## src/rtl/operand_fetch.sv

```systemverilog
// Decode-stage operand fetch: decodes fetched instructions, reads the register file,
// resolves operands through EX/MEM forwarding and holds the ID/EX pipeline register.
module operand_fetch #(
  parameter int unsigned STALL_CNT_W = 16,
  parameter bit          FWD_EN      = 1'b1
) (
  input  logic                   clk,
  input  logic                   rst_n,
  input  logic                   if_valid,
  input  logic [31:0]            if_inst,
  output logic                   if_ready,
  output logic                   re1,
  output logic [4:0]             raddr1,
  output logic                   re2,
  output logic [4:0]             raddr2,
  input  logic [31:0]            rdata1,
  input  logic [31:0]            rdata2,
  input  logic                   ex_we,
  input  logic [4:0]             ex_waddr,
  input  logic [31:0]            ex_wdata,
  input  logic                   mem_we,
  input  logic [4:0]             mem_waddr,
  input  logic [31:0]            mem_wdata,
  input  logic                   ex_ready,
  output logic                   id_valid,
  output logic [5:0]             id_opcode,
  output logic [5:0]             id_funct,
  output logic [31:0]            id_op1,
  output logic [31:0]            id_op2,
  output logic [31:0]            id_store_data,
  output logic                   id_wreg,
  output logic [4:0]             id_waddr,
  output logic                   id_is_load,
  output logic                   id_illegal,
  output logic [STALL_CNT_W-1:0] stall_cnt
);

  localparam logic [5:0] OP_RTYPE = 6'h00;
  localparam logic [5:0] OP_ADDI  = 6'h08;
  localparam logic [5:0] OP_ANDI  = 6'h0C;
  localparam logic [5:0] OP_ORI   = 6'h0D;
  localparam logic [5:0] OP_XORI  = 6'h0E;
  localparam logic [5:0] OP_LUI   = 6'h0F;
  localparam logic [5:0] OP_LW    = 6'h23;
  localparam logic [5:0] OP_SW    = 6'h2B;

  typedef enum logic [1:0] {OP1_ZERO, OP1_REG, OP1_SHAMT} op1_sel_e;
  typedef enum logic [1:0] {OP2_ZERO, OP2_REG, OP2_IMM}   op2_sel_e;

  logic [5:0]  opcode_s, funct_s;
  logic [4:0]  rs_s, rt_s, rd_s, shamt_s;
  logic [15:0] imm_s;
  logic        dec_re1_s, dec_re2_s, dec_wreq_s, dec_load_s, dec_store_s, dec_illegal_s;
  logic [4:0]  dec_dest_s;
  logic [5:0]  dec_funct_s;
  logic [31:0] ext_imm_s;
  op1_sel_e    op1_sel_s;
  op2_sel_e    op2_sel_s;
  logic        dec_wreg_s;
  logic [4:0]  dec_waddr_s;
  logic [31:0] src1_s, src2_s, op1_s, op2_s, store_s;
  logic        load_hazard_s, nofwd_hazard_s, hazard_s, advance_s;

  function automatic logic legal_funct(input logic [5:0] f);
    case (f)
      6'h00, 6'h02, 6'h03, 6'h20, 6'h21, 6'h22, 6'h23,
      6'h24, 6'h25, 6'h26, 6'h27, 6'h2A, 6'h2B: return 1'b1;
      default:                                   return 1'b0;
    endcase
  endfunction

  // Register address 0 never matches a writer; only enabled reads can match.
  function automatic logic addr_hit(input logic re, input logic [4:0] raddr,
                                    input logic we, input logic [4:0] waddr);
    return re && we && (waddr != 5'd0) && (raddr == waddr);
  endfunction

  function automatic logic [31:0] fwd_operand(input logic re, input logic [4:0] addr,
                                              input logic [31:0] rf);
    if (!re || addr == 5'd0)                         return 32'd0;
    else if (FWD_EN && ex_we && ex_waddr == addr)    return ex_wdata;
    else if (FWD_EN && mem_we && mem_waddr == addr)  return mem_wdata;
    else                                             return rf;
  endfunction

  assign opcode_s = if_inst[31:26];
  assign rs_s     = if_inst[25:21];
  assign rt_s     = if_inst[20:16];
  assign rd_s     = if_inst[15:11];
  assign shamt_s  = if_inst[10:6];
  assign funct_s  = if_inst[5:0];
  assign imm_s    = if_inst[15:0];

  // Instruction decode: read ports, destination and operand source selects.
  always_comb begin
    dec_re1_s     = 1'b0;
    dec_re2_s     = 1'b0;
    dec_wreq_s    = 1'b0;
    dec_dest_s    = 5'd0;
    dec_load_s    = 1'b0;
    dec_store_s   = 1'b0;
    dec_illegal_s = 1'b0;
    dec_funct_s   = 6'd0;
    ext_imm_s     = 32'd0;
    op1_sel_s     = OP1_ZERO;
    op2_sel_s     = OP2_ZERO;
    case (opcode_s)
      OP_RTYPE: begin
        dec_funct_s = funct_s;
        if (legal_funct(funct_s)) begin
          dec_re2_s  = 1'b1;
          dec_wreq_s = 1'b1;
          dec_dest_s = rd_s;
          op2_sel_s  = OP2_REG;
          if (funct_s == 6'h00 || funct_s == 6'h02 || funct_s == 6'h03) begin
            dec_re1_s = 1'b0;
            op1_sel_s = OP1_SHAMT;
          end else begin
            dec_re1_s = 1'b1;
            op1_sel_s = OP1_REG;
          end
        end else begin
          dec_illegal_s = 1'b1;
        end
      end
      OP_ADDI, OP_LW, OP_SW: begin
        dec_re1_s   = 1'b1;
        op1_sel_s   = OP1_REG;
        op2_sel_s   = OP2_IMM;
        ext_imm_s   = {{16{imm_s[15]}}, imm_s};
        dec_load_s  = (opcode_s == OP_LW);
        dec_store_s = (opcode_s == OP_SW);
        dec_re2_s   = (opcode_s == OP_SW);
        dec_wreq_s  = (opcode_s != OP_SW);
        dec_dest_s  = rt_s;
      end
      OP_ANDI, OP_ORI, OP_XORI: begin
        dec_re1_s  = 1'b1;
        op1_sel_s  = OP1_REG;
        op2_sel_s  = OP2_IMM;
        ext_imm_s  = {16'd0, imm_s};
        dec_wreq_s = 1'b1;
        dec_dest_s = rt_s;
      end
      OP_LUI: begin
        op2_sel_s  = OP2_IMM;
        ext_imm_s  = {imm_s, 16'd0};
        dec_wreq_s = 1'b1;
        dec_dest_s = rt_s;
      end
      default: begin
        dec_illegal_s = 1'b1;
      end
    endcase
  end

  // A destination of r0 is not a register write; its address is reported as 0.
  assign dec_wreg_s  = dec_wreq_s && (dec_dest_s != 5'd0);
  assign dec_waddr_s = dec_wreg_s ? dec_dest_s : 5'd0;

  assign re1    = if_valid & dec_re1_s;
  assign re2    = if_valid & dec_re2_s;
  assign raddr1 = re1 ? rs_s : 5'd0;
  assign raddr2 = re2 ? rt_s : 5'd0;

  assign src1_s = fwd_operand(re1, raddr1, rdata1);
  assign src2_s = fwd_operand(re2, raddr2, rdata2);

  // Operand assembly from the resolved register values and the immediate.
  always_comb begin
    op1_s   = 32'd0;
    op2_s   = 32'd0;
    store_s = 32'd0;
    case (op1_sel_s)
      OP1_REG:   op1_s = src1_s;
      OP1_SHAMT: op1_s = {27'd0, shamt_s};
      default:   op1_s = 32'd0;
    endcase
    case (op2_sel_s)
      OP2_REG: op2_s = src2_s;
      OP2_IMM: op2_s = ext_imm_s;
      default: op2_s = 32'd0;
    endcase
    if (dec_store_s) begin
      store_s = src2_s;
    end else begin
      store_s = 32'd0;
    end
  end

  // Without forwarding every in-flight writer of a source register must drain first.
  assign load_hazard_s  = id_valid && id_is_load &&
                          (addr_hit(re1, raddr1, 1'b1, id_waddr) || addr_hit(re2, raddr2, 1'b1, id_waddr));
  assign nofwd_hazard_s = !FWD_EN &&
                          (addr_hit(re1, raddr1, ex_we, ex_waddr)   || addr_hit(re2, raddr2, ex_we, ex_waddr)   ||
                           addr_hit(re1, raddr1, mem_we, mem_waddr) || addr_hit(re2, raddr2, mem_we, mem_waddr) ||
                           addr_hit(re1, raddr1, id_valid && id_wreg, id_waddr) ||
                           addr_hit(re2, raddr2, id_valid && id_wreg, id_waddr));
  assign hazard_s  = load_hazard_s || nofwd_hazard_s;
  assign advance_s = !id_valid || ex_ready;
  assign if_ready  = rst_n && advance_s && !hazard_s;

  // ID/EX pipeline register and saturating stall counter.
  always_ff @(posedge clk or negedge rst_n) begin
    if (!rst_n) begin
      id_valid      <= 1'b0;
      id_opcode     <= 6'd0;
      id_funct      <= 6'd0;
      id_op1        <= 32'd0;
      id_op2        <= 32'd0;
      id_store_data <= 32'd0;
      id_wreg       <= 1'b0;
      id_waddr      <= 5'd0;
      id_is_load    <= 1'b0;
      id_illegal    <= 1'b0;
      stall_cnt     <= {STALL_CNT_W{1'b0}};
    end else if (advance_s) begin
      if (hazard_s) begin
        id_valid <= 1'b0;
        if (stall_cnt != {STALL_CNT_W{1'b1}}) begin
          stall_cnt <= stall_cnt + {{(STALL_CNT_W-1){1'b0}}, 1'b1};
        end
      end else begin
        id_valid <= if_valid;
        if (if_valid) begin
          id_opcode     <= opcode_s;
          id_funct      <= dec_funct_s;
          id_op1        <= op1_s;
          id_op2        <= op2_s;
          id_store_data <= store_s;
          id_wreg       <= dec_wreg_s;
          id_waddr      <= dec_waddr_s;
          id_is_load    <= dec_load_s;
          id_illegal    <= dec_illegal_s;
        end
      end
    end
  end

endmodule

```

## config.mk

```make
export PLATFORM = sky130hd
export DESIGN_NAME = operand_fetch
export DESIGN_NICKNAME = d
export VERILOG_FILES = /design/src/rtl/operand_fetch.sv
export SDC_FILE = /design/constraint.sdc
export NUM_CORES = 1
export LEC_CHECK = 0
export ABC_AREA = 0
export BUFFER_PORTS_ARGS = -buffer_cell sky130_fd_sc_hd__buf_2
export CAP_MARGIN = 20
export CORE_MARGIN = 2
export CORE_UTILIZATION = 30
export CTS_CLUSTER_DIAMETER = 40
export DETAILED_ROUTE_END_ITERATION = 10
export PLACE_DENSITY_LB_ADDON = 0.05
export SLEW_MARGIN = 20
export SYNTH_ARGS = -nofsm -noshare
export SYNTH_HDL_FRONTEND = slang
export SYNTH_SLANG_ARGS = --single-unit
```

## constraint.sdc

```tcl
create_clock -name clk -period 7.2 [get_ports clk]
set_clock_uncertainty 0.1 [all_clocks]
set_input_delay 1.08 -clock clk [delete_from_list [all_inputs] [get_ports clk]]
set_output_delay 1.08 -clock clk [all_outputs]
set_load 0.01 [all_outputs]
```

==> reports/summary.txt, run 1 <==
Post-place setup slack - 2.03 ns
Synth-to-layout area growth - 30.2%
Rows - 60
Commonest non-fill, non-tap cell in the layout - buf_2
Clock transition at path regs - 0.06 ns
Setup TNS - 0 ns
WL/cell - 21.1 µm
Hold Crit Endpoint - id_store_data[23]
Cells after DPL - 1472
GPL Wtd Cong - 0.804
Vias in the first global route - 7425
Min-delay worst type - reg2reg
Setup slack after layout - 2.57 ns
CP Class - in2reg
Clk network pwr share - 45.4%
Number of port buffers - 321
Logic pwr share - 14.7%
Post-synth ARST share - 100%
Critical Path RT - 7.35 ns
H-tree Lvls - 4
Ys Warns - 0
Max-cap violation count - 0
Final min period - 4.63 ns
Hpwl dp - 23900 µm
Avg Vias per Cell - 5.02
CTS tree - done
Reg power frac - 39.9%
Initial antenna violation count - 4
First-pass detailed-route iteration total - 5
Gate Count Post-Synth - 855
Internal Power - 1.42 mW
Maximum clock insertion buffer count - 2
Critical path's top delay family - simple AND/OR/NAND/NOR gates
Via count - 7556
Crit. End Element - flip-flop
Crit path max fanout - 76
DR DRC count - 0
Hold_buf cts - 0
Layout fillers - 2789
Worst-Margin Slew - 1.06 ns
Sw Pwr - 0.556 mW
Setup Fix Bufs, Post-CTS - 0
Grt ovf - 0
Max stage delay on crit path - 0.87 ns
R2r worst-path depth - 7
Root Buffer - clkbuf_16
Post-synth top flop - dfrtp_1
Number of synthesized flops with an enable pin - 0
Worst path bufs/invs - 1
# resized after CTS - 0
Flop2flop setup slack - 3.52 ns
Mapped Nets - 1036
Global Route Usage Sum - 21.9%
Drt total wl - 31700 µm
Post-synthesis register bit count - 133
Switch share - 28.2%
Placed inst area - 0.0101 mm²
Hold Startpoint - id_store_data[23]
First-pass GRT wire length - 47000 µm
Die ar. - 0.0286 mm²
Core area - 0.0269 mm²
Status - complete, no violations
Initial Util - 30.5%
Period utilization - 64.3%
Syn Area/Cell - 9.58 µm²
FF-to-FF End - id_op1[14]
Fraction of layout cells with a size suffix above 1 - 39.9%
Slowest CP cell - or3_1
Final Setup Violations - 0
Final nets - 1331
Pin count of the biggest net entering global routing - 77
TritonCTS buffer count - 17
Slew margin rel. - 28.9%
Crit path DAT - 4.78 ns
Final hold violation count - 0
Synth cell types - 68
Non-Filler Instances - 1506
Post-Syn Area - 0.00819 mm²
Top-level port count - 322
Crit-path cells - buf_2, or4_4, a2111oi_4, o2111ai_2, a21oi_2, or2_4, or3_1, o21ai_0
R2r startpoint - id_waddr[0]
Max-slew violation count - 0
DRT antenna net count - 0
Seq/Total Area, Yosys - 40.6%
Worst hold stages - 2
DR iter-0 viols - 450
RSZ-0062 raised after global routing - no
Worst Setup Start Kind - input pin
Commonest non-fill, non-tap cells in the layout - buf_2 (320), dfrtp_1 (133), nand2_1 (127)
Die height - 169 µm
Finished Cell Area - 0.0107 mm²
P per Cell Area - 185 mW/mm²
Leakage - 5.34 nW
Max VDD drop - 135 µV
# clock sinks - 133
Die X - 169 µm
Skew-Pair Late Insertion Delay - 0.42 ns
Highest Clock Rate - 216 MHz
## final cells by class
class,instances,area [µm²],area share [%]
multi-input combinational,650,4550,42.7
sequential,133,3330,31.2
timing repair buffer,332,1700,15.9
clock buffer,19,453,4.25
tap,341,427,4.00
clock inverter,13,144,1.35
inverter,16,60.1,0.563
antenna,2,5.00,0.0469
## stage by stage
step	utilization [%]	total power [mW]	hold WS, ns
5_1_grt	39.7	2.07	0.389
3_5_place_dp	37.4	1.10	0.355
2_1_floorplan	-	0.941	0.405
3_3_place_gp	37.4	1.10	0.353
6_report	39.7	1.98	0.368
4_1_cts	39.7	2.01	0.374
## worst max path at each step
stage	cells after the start	endpoint	from	slack, ns
6_report	8	id_op1[14]	if_inst[26]	2.57
2_1_floorplan	5	if_ready	if_inst[26]	3.46
3_5_place_dp	10	id_op1[7]	if_inst[26]	2.03
4_1_cts	8	id_op1[14]	if_inst[26]	2.45
3_3_place_gp	8	id_op1[11]	if_inst[26]	2.18
5_1_grt	10	id_op1[8]	if_inst[26]	2.27
## sequential cells by signal, summed over array words and instances, names as in the netlist
register,flops
id_illegal,1
stall_cnt,16
id_waddr,5
id_opcode,6
id_op2,32
id_funct,6
id_op1,32
id_valid,1
id_wreg,1
id_is_load,1
id_store_data,32
## cell usage after synthesis, types with 10 or more instances
master | instances | area (µm²)
xnor2_1 | 13 | 114
inv_1 | 15 | 56.3
nor2_1 | 45 | 169
nand3_1 | 21 | 105
nand2_1 | 127 | 477
mux2_2 | 64 | 721
and2_1 | 10 | 62.6
dfrtp_1 | 133 | 3330
clkbuf_1 | 23 | 86.3
xor2_1 | 19 | 166
o31ai_1 | 34 | 255
buf_2 | 21 | 105
o21ai_1 | 19 | 95.1
a21oi_1 | 46 | 230
mux2i_1 | 80 | 801
o22ai_1 | 16 | 100
o21ai_0 | 34 | 170
## power by group through the flow
stage,clock network [mW],logic (mW),registers (mW)
6_report,0.897,0.290,0.789
5_1_grt,0.956,0.318,0.792
4_1_cts,0.923,0.295,0.789
3_5_place_dp,0,0.294,0.802
3_3_place_gp,0,0.293,0.803
2_1_floorplan,0,0.131,0.810
## cells by family after synthesis
logic type                 share of synthesized area [%]
and+or+nand+nor                                     15.1
AOI/OAI and AO/OA                                   17.0
muxes                                               18.8
DFF                                                 40.6
buffers and inverters                               4.29
xor gates and xnor gates                            3.42
adders and majority gates                          0.764
## metal layers
layer  vias to the layer above  track usage, %  part of all wire, %
met3                        48            5.57                  6.5
met5                         -               0                0.085
met1                      3569            28.2                   43
met4                         4            8.44                  3.4
met2                       257            35.3                   47
li1                       3678               -                    -
## worst min-delay path: stages, from the launching register on
cell     delay [ns]
dfrtp_1        0.34
nand2_1        0.05
o31ai_1        0.05
(Power assumes the default switching activity.)
==> run 2: changes to the inputs <==
--- a/config.mk
+++ b/config.mk
@@ -5,7 +5,7 @@
 export SDC_FILE = /design/constraint.sdc
 export NUM_CORES = 1
 export LEC_CHECK = 0
-export ABC_AREA = 0
+export ABC_AREA = 1
 export BUFFER_PORTS_ARGS = -buffer_cell sky130_fd_sc_hd__buf_2
 export CAP_MARGIN = 20
 export CORE_MARGIN = 2
==> constraint.sdc (replaced) <==
create_clock -name clk -period 4.35 [get_ports clk]
set_clock_uncertainty 0.1 [all_clocks]
set_input_delay 0.6525 -clock clk [delete_from_list [all_inputs] [get_ports clk]]
set_output_delay 0.6525 -clock clk [all_outputs]
set_load 0.01 [all_outputs]
==> run 2 against run 1 <==
Register-to-register slack got worse by 1.9 ns. Global-route usage rose by 2.2 points. Sequential power increased by 58%. Clock power increased by 67%. Hold slack got worse by 0.32 ns. Critical path depth up 7. Combinational power is 44% higher. Sequential share of layout area is 2.5 points lower.
==> reports/summary.txt, run 2 <==
Clock transition at path regs - 0.08 ns
Post-synth ARST share - 100%
Via count - 10167
CP Class - in2out
Die height - 178 µm
Number of synthesized flops with an enable pin - 0
Synth cell types - 35
CTS tree - done
Setup Fix Bufs, Post-CTS - 0
Ys Warns - 0
Crit path DAT - 2.84 ns
Critical Path RT - 3.60 ns
WHS - 0.0482 ns
Synth top area share - 36.7%
First-pass detailed-route iteration total - 5
Synth-to-layout area growth - 27.8%
Syn Area/Cell - 6.41 µm²
Fraction of layout cells with a size suffix above 1 - 24.2%
Die ar. - 0.0317 mm²
P per Cell Area - 274 mW/mm²
Vias in the first global route - 9734
Met2 Wirelength - 17600 µm
Post-synthesis register bit count - 133
Skew-Pair Late Insertion Delay - 0.43 ns
Max-slew violation count - 0
Hpwl dp - 29300 µm
Crit. End Element - output pin
WL/cell - 18.3 µm
# clock sinks - 133
Area of the multi-input gates - 0.00488 mm²
Final nets - 1882
Initial Util - 30.5%
Final hold violation count - 0
WL met1 - 17700 µm
Final min period - 3.59 ns
Fin util - 39.0%
Final Setup Violations - 0
Pin count of the biggest net entering global routing - 62
Min-delay worst type - in2async
Top Registers - id_op1 (32), id_op2 (32), id_store_data (32)
Status - complete, no violations
Met3 WL post-DR - 2440 µm
DR DRC count - 0
Synth top cells by count - nand2_1 (590), nand3_1 (148), dfrtp_1 (133)
H-tree Lvls - 4
Period utilization - 82.6%
Commonest non-fill, non-tap cell in the layout - nand2_1
First-pass GRT wire length - 57700 µm
Seq/Total Area, Yosys - 36.7%
Initial antenna violation count - 3
Leakage - 6.91 nW
Grt ovf - 0
Top-count cell post-synth - nand2_1
Layout fillers - 3341
Mapped Nets - 1597
Drt total wl - 38500 µm
GPL Wtd Cong - 0.877
Post-synth top flop - dfrtp_1
TritonCTS buffer count - 17
DRT antenna net count - 0
Highest Clock Rate - 278 MHz
Synth top area cells - dfrtp_1 (37%), nand2_1 (24%), nand3_1 (8.2%), nand4_1 (6.0%), inv_1 (5.2%)
Post-Syn Area - 0.00908 mm²
Largest area contributor in the netlist - dfrtp_1
Rows - 63
# resized after CTS - 0
Top-level port count - 322
Slew margin rel. - 41.2%
Max Used Layer - met4
Worst-Margin Slew - 0.882 ns
Non-Filler Instances - 2107
Number of port buffers - 321
Root Buffer - clkbuf_16
Global Route Usage Sum - 24.0%
DR iter-0 viols - 730
Max VDD drop - 207 µV
Design Power - 3.17 mW
Register area - 0.00333 mm²
Avg Vias per Cell - 4.83
Gate Count Post-Synth - 1416
RSZ-0062 raised after global routing - no
Commonest non-fill, non-tap cells in the layout - nand2_1 (590), buf_2 (320), nand3_1 (148)
Maximum clock insertion buffer count - 2
Worst Setup Start Kind - input pin
Cells after DPL - 2072
Hold_buf cts - 0
Setup TNS - 0 ns
Max-cap violation count - 0
Core area - 0.0297 mm²
Crit path max fanout - 20
Die X - 178 µm
[run 2: cell types whose count changed after synthesis, sizes merged, moves of 16 or more]
cell,delta
buf,+29
a21oi,-48
nand3,+139
mux2i,-80
o21ai,+16
nand4,+84
inv,+114
o31ai,-34
mux2,-66
nor2,+71
nand2,+468
[run 2: final cells by class]
cell class                      count  share of cell area (%)
Multi-Input combinational cell   1073                    42.1
Sequential cell                   133                    28.7
Timing Repair Buffer              344                    15.5
Inverter                          132                    4.29
Tap cell                          390                    4.21
Clock buffer                       17                    3.67
Clock inverter                     15                    1.54
Antenna cell                        3                  0.0647
[run 2: final timing paths]
| check | end | from | cells past startpoint | slack [ns] |
|---|---|---|---|---|
| setup / recovery | if_ready | if_inst[26] | 15 | 0.76 |
| hold / removal | id_store_data[5] | rst_n | 1 | 0.05 |
| setup reg to reg | stall_cnt[13] | stall_cnt[0] | 10 | 1.64 |
| hold reg to reg | id_op2[10] | id_op2[10] | 2 | 0.38 |
| max in group asynchronous | id_op1[2] | rst_n | 2 | 2.78 |
| min in group clk | id_opcode[1] | if_inst[27] | 3 | 0.35 |
[run 2: metrics by stage]
stage               setup slack [ns]  cell area [µm²]
finish                         0.758            11600
global route                   0.586            11600
CTS                            0.765            11600
detailed placement             0.610            11000
global placement               0.628            11000
floorplan                       1.63             9080
[run 2: power by group]
| part | internal [mW] | switching [mW] | total (mW) | leakage, nW |
|---|---|---|---|---|
| Sequential | 1.25 | 0.00709 | 1.25 | 1.83 |
| Combinational | 0.131 | 0.286 | 0.417 | 4.79 |
| Clock | 0.781 | 0.722 | 1.50 | 0.295 |
| Total | 2.16 | 1.02 | 3.17 | 6.91 |
[run 2: critical path, stage by stage]
cell and delay [ns]:
buf_2 0.11, nor2_1 0.17, nand3_2 0.15, clkinv_2 0.14
nand2_4 0.10, nand2_2 0.34, nand3_1 0.27, nand2_1 0.12
nand2_1 0.05, nor2_1 0.09, nand3_1 0.08, nand2_2 0.14
nand2_2 0.10, and3_1 0.16, buf_2 0.14
[run 2: cell families (layout without fill, tap and decap cells)]
kind of cell / after synthesis / in the layout / share of synthesized area [%]
buffers and inverters: 210 / 508 / 10.0
flip-flops: 133 / 133 / 36.7
XOR/XNOR: 17 / 17 / 1.64
AO/OA/AOI/OAI: 80 / 80 / 4.63
AND/OR/NAND/NOR: 971 / 971 / 46.3
adder cells (fa/ha/maj): 5 / 5 / 0.689
other: 0 / 3 / 0
[run 2: routing by layer]
layer	track usage (%)	up-vias
met2	38.5	344
met1	33.1	4695
met5	0	-
met4	6.25	0
li1	-	5095
met3	4.71	33
